==> config.mk <==
export PLATFORM = sky130hd
export DESIGN_NAME = score_counter
export DESIGN_NICKNAME = d
export VERILOG_FILES = /design/src/rtl/score_counter.sv
export SDC_FILE = /design/constraint.sdc
export NUM_CORES = 1
export LEC_CHECK = 0
export ABC_AREA = 0
export BUFFER_PORTS_ARGS = -buffer_cell sky130_fd_sc_hd__buf_2
export CORE_ASPECT_RATIO = 0.75
export CORE_MARGIN = 1
export CORE_UTILIZATION = 55
export DETAILED_ROUTE_END_ITERATION = 12
export PLACE_DENSITY = 0.79
export SLEW_MARGIN = 20
export SYNTH_ARGS = -nofsm -noshare
export SYNTH_HDL_FRONTEND = slang
export SYNTH_SLANG_ARGS = --single-unit
==> constraint.sdc <==
create_clock -name clk2 -period 5.8 [get_ports clk2]
set_clock_uncertainty 0.05 [all_clocks]
set_input_delay 0 -clock clk2 [delete_from_list [all_inputs] [get_ports clk2]]
set_output_delay 0 -clock clk2 [all_outputs]
set_load 0.05 [all_outputs]
==> src/rtl/score_counter.sv <==
// score_counter: game score keeper for the runner game.
//   Counts score points at a fixed clk2 rate while a game is running,
//   derives a 0..7 speed level (one step per 100 points), and tracks
//   the best score since reset.
// Ports:
//   clk2      in   sole clock, rising edge
//   rst       in   asynchronous active-low reset
//   start     in   one-cycle pulse, begins a new game from IDLE/OVER
//   collide   in   level, ends the running game
//   score     out  [SCORELEN] current score, saturates at SCORE_MAX
//   hiscore   out  [SCORELEN] best finished-game score since reset
//   level     out  [3] speed level, saturates at 7
//   running   out  state is RUN
//   game_over out  state is OVER
module score_counter #(
  parameter int SCORELEN  = 13,
  parameter int TICK_DIV  = 2500,
  parameter int SCORE_MAX = 6399
) (
  input  logic                clk2,
  input  logic                rst,
  input  logic                start,
  input  logic                collide,
  output logic [SCORELEN-1:0] score,
  output logic [SCORELEN-1:0] hiscore,
  output logic [2:0]          level,
  output logic                running,
  output logic                game_over
);

  typedef enum logic [1:0] {IDLE, RUN, OVER} state_t;

  localparam logic [15:0]         TMAX = 16'(TICK_DIV - 1);
  localparam logic [SCORELEN-1:0] SMAX = SCORELEN'(SCORE_MAX);

  state_t      state;
  logic [15:0] presc;
  logic [6:0]  centi;   // points since last level step, 0..99
  logic        tick;

  assign tick      = (presc == TMAX);
  assign running   = (state == RUN);
  assign game_over = (state == OVER);

  always_ff @(posedge clk2 or negedge rst) begin
    if (!rst) begin
      state   <= IDLE;
      score   <= '0;
      hiscore <= '0;
      level   <= '0;
      presc   <= '0;
      centi   <= '0;
    end else begin
      case (state)
        IDLE, OVER: begin
          // collide is don't-care outside RUN
          if (start) begin
            state <= RUN;
            score <= '0;
            level <= '0;
            presc <= '0;
            centi <= '0;
          end
        end
        RUN: begin
          // collide wins over start and over a same-edge tick
          if (collide) begin
            state <= OVER;
            if (score > hiscore) hiscore <= score;
          end else begin
            presc <= tick ? 16'd0 : presc + 16'd1;
            if (tick && score < SMAX) begin
              score <= score + SCORELEN'(1);
              if (centi == 7'd99) begin
                centi <= '0;
                if (level != 3'd7) level <= level + 3'd1;
              end else begin
                centi <= centi + 7'd1;
              end
            end
          end
        end
        default: state <= IDLE;
      endcase
    end
  end

endmodule

==> impl_results.md <==
- Post-route DRC: 0
- IO Port Bufs: 34
- Post-Synthesis Net Count: 344
- Worst Setup Path Type: reg2reg
- Pwr dens: 259 nW/um^2
- DR pass1 iterations: 5
- Total Wirelength: 7090 um
- Ys flop type: dfrtp_1
- Postcts setup bufs: 0
- Synth cell types: 53
- Hold WS: 0.113 ns
- Slew @ Worst Pin: 0.998 ns
- FP Rows: 23
- Worst-path clk slew: 0.09 ns
- Initial DRC count: 209
- CTS resizes: 0
- Area share of the largest cell type after synthesis: 42.6%
- Initial core utilization: 58.3%
- CP Data Arrival Time: 2.92 ns
- Wire length per cell: 16.3 um
- Largest cells by area after synthesis: dfrtp_1 43%, ha_1 7.1%, o21ai_0 3.5%
- Number of global-route vias before repair: 2403
- Tcrit/Tclk final: 47.6%
- CP startpoint kind: register
- Final Slew Violations: 0
- Worst slew margin: 33.3%
- H-tree depth: 2
- Hold-fix buffers at CTS: 2
- Clock Latency Late Sink: 0.31 ns
- Fillcell total: 455
- Vias/cell: 6.07
- Die H: 67.8 um
- Pin count of the biggest net entering global routing: 55
- Total number of vias: 2636
- Final Hold Fails: 0
- Initial antenna violation count: 0
- Synthesized flop and latch total: 54
- Mapped Cells: 322
- Max_cap viols: 0
- Reg2reg setup slack: 3.04 ns
- TritonCTS clock tree: built
- Reg2reg start: score[8]$_DFFE_PN0P_
- Syn avg cell area: 9.85 sq um
- Unrepaired setup endpoints after global routing: false
- Area of the mapped netlist: 3170 sq um
- Clock Tree Root: clkbuf_8
- Setup crit end: hiscore[5]$_DFFE_PN0P_
- Post-DP HPWL: 5040 um
- Synth warn: 0
- Die area: 6080 sq um
- Status: finished, final reports clean
- Most frequent cell after synthesis: dfrtp_1
- Worst Path Max Fanout: 13
- Setup_tns: 0 ns
- TritonCTS Sinks: 54
- First-pass GRT wire length: 11900 um
- P&R area growth vs syn: 11.2%
- Tot GR Track Use: 25.2%
- Ys async rst share: 100%
- Number of synthesized flops with an enable pin: 0
- Post-synthesis sequential area ratio: 42.6%
- Die X: 89.7 um
- Num CTS Buffers: 5
- Crit path from: score[8]$_DFFE_PN0P_
- Share of cells above drive strength 1: 18.1%
- Placer Congestion: 0.848
- Clock tree buffer depth: 2
- Data required, critical path: 5.95 ns
- Yosys top cell by area: dfrtp_1
- Final setup viols: 0
- Reg2Reg Depth: 6
- Final ANT Viol Nets: 0
- Core area: 5440 sq um
- Hold Path Class: in2reg
- I/O pin count: 35
- Min Clock Period, post-route: 2.76 ns
- Nets: 380
- Layout Cells excl Fill: 434
- VDD IR-drop max: 0.191 mV
- P_leak: 1.64 nW
- Congestion Overflow GR: 0
- Commonest cells in the netlist: 54 x dfrtp_1, 24 x inv_1, 24 x nor2_1, 23 x nand2_1, 22 x o21ai_0
- # diodes: 0
- Max Fclk: 362 MHz
- Reg2reg end: hiscore[5]$_DFFE_PN0P_
- Placed cell count: 424
- CP endpoint kind: register
[worst max-delay path, stage by stage (launching register included)]
cell and delay, ns:
dfrtp_1 0.49, ha_1 0.37, nand4_1 0.16, or3_1 0.38
a31oi_1 0.17, o31a_1 0.61, mux2_2 0.41
[registers in the layout, summed over array words and instances (netlist names)]
signal,count
state,2
centi,7
level,3
score,13
hiscore,13
presc,16
[where the power goes]
group          internal, mW  leakage, nW  switching, mW
clock network         0.127       0.0579          0.122
logic                0.0680        0.846          0.170
registers             0.404        0.737         0.0239
total                 0.599         1.64          0.316
[placed cells by master (no fill, tap or decap), drive strengths merged, types with 3 or more instances in the layout]
master,count
ha,18
a21oi,11
nor2,24
nand2b,10
mux2i,7
a221o,5
nand3,15
nor4,4
a22o,8
clkbuf,5
dfrtp,54
nor3,9
nor2b,3
nand4,5
o211ai,6
mux2,10
o22ai,4
or4,3
a32o,7
and3,3
o21ai,22
inv,26
xnor2,3
o2bb2ai,7
buf,35
nand2,23
[through the flow]
stage / instance area (sq um) / setup slack (ns) / util, % / total power, mW
after floorplan: 3170 / 3.28 / - / 0.606
after global placement: 3400 / 3.22 / 62.5 / 0.662
after detailed placement: 3400 / 3.07 / 62.5 / 0.670
after CTS: 3530 / 3.06 / 64.9 / 0.921
after global routing: 3530 / 2.93 / 64.9 / 0.965
final: 3530 / 3.04 / 64.9 / 0.915
[metal layers]
layer  vias up  GRT usage, %  routed length (um)
met5         -             0                   0
met1      1275          36.8                3440
met2        79          37.2                3130
met3        20          4.50                 353
li1       1262             -                   -
met4         0          10.2                 160
[kinds of logic after synthesis]
family	after synthesis	synth area share, %
adders and majority gates	18	7.10
xor gates and xnor gates	5	1.38
DFF	54	42.6
AOI/OAI and AO/OA	82	19.5
muxes	17	5.76
buffers and inverters	34	4.50
and+or+nand+nor	112	19.2
[area by class of cell]
cell class,instances,area (sq um),share of cell area (%)
Multi-Input combinational cell,234,1680,47.6
Sequential cell,54,1350,38.3
Timing Repair Buffer,37,198,5.60
Inverter,26,97.6,2.77
Tap cell,75,93.8,2.66
Clock buffer,5,68.8,1.95
Clock inverter,3,40.0,1.13
[worst min path at each step]
stage,start,end,slack [ns],cells after the start
2_1_floorplan,rst,centi[0]$_DFFE_PN0P_,-0.35,0
3_3_place_gp,rst,presc[2]$_DFFE_PN0P_,0.12,2
3_5_place_dp,rst,presc[10]$_DFFE_PN0P_,0.12,2
4_1_cts,collide,score[8]$_DFFE_PN0P_,0.09,4
5_1_grt,collide,score[8]$_DFFE_PN0P_,0.17,4
6_report,collide,score[8]$_DFFE_PN0P_,0.11,4
Note: power is estimated with default switching activity, not from simulation.
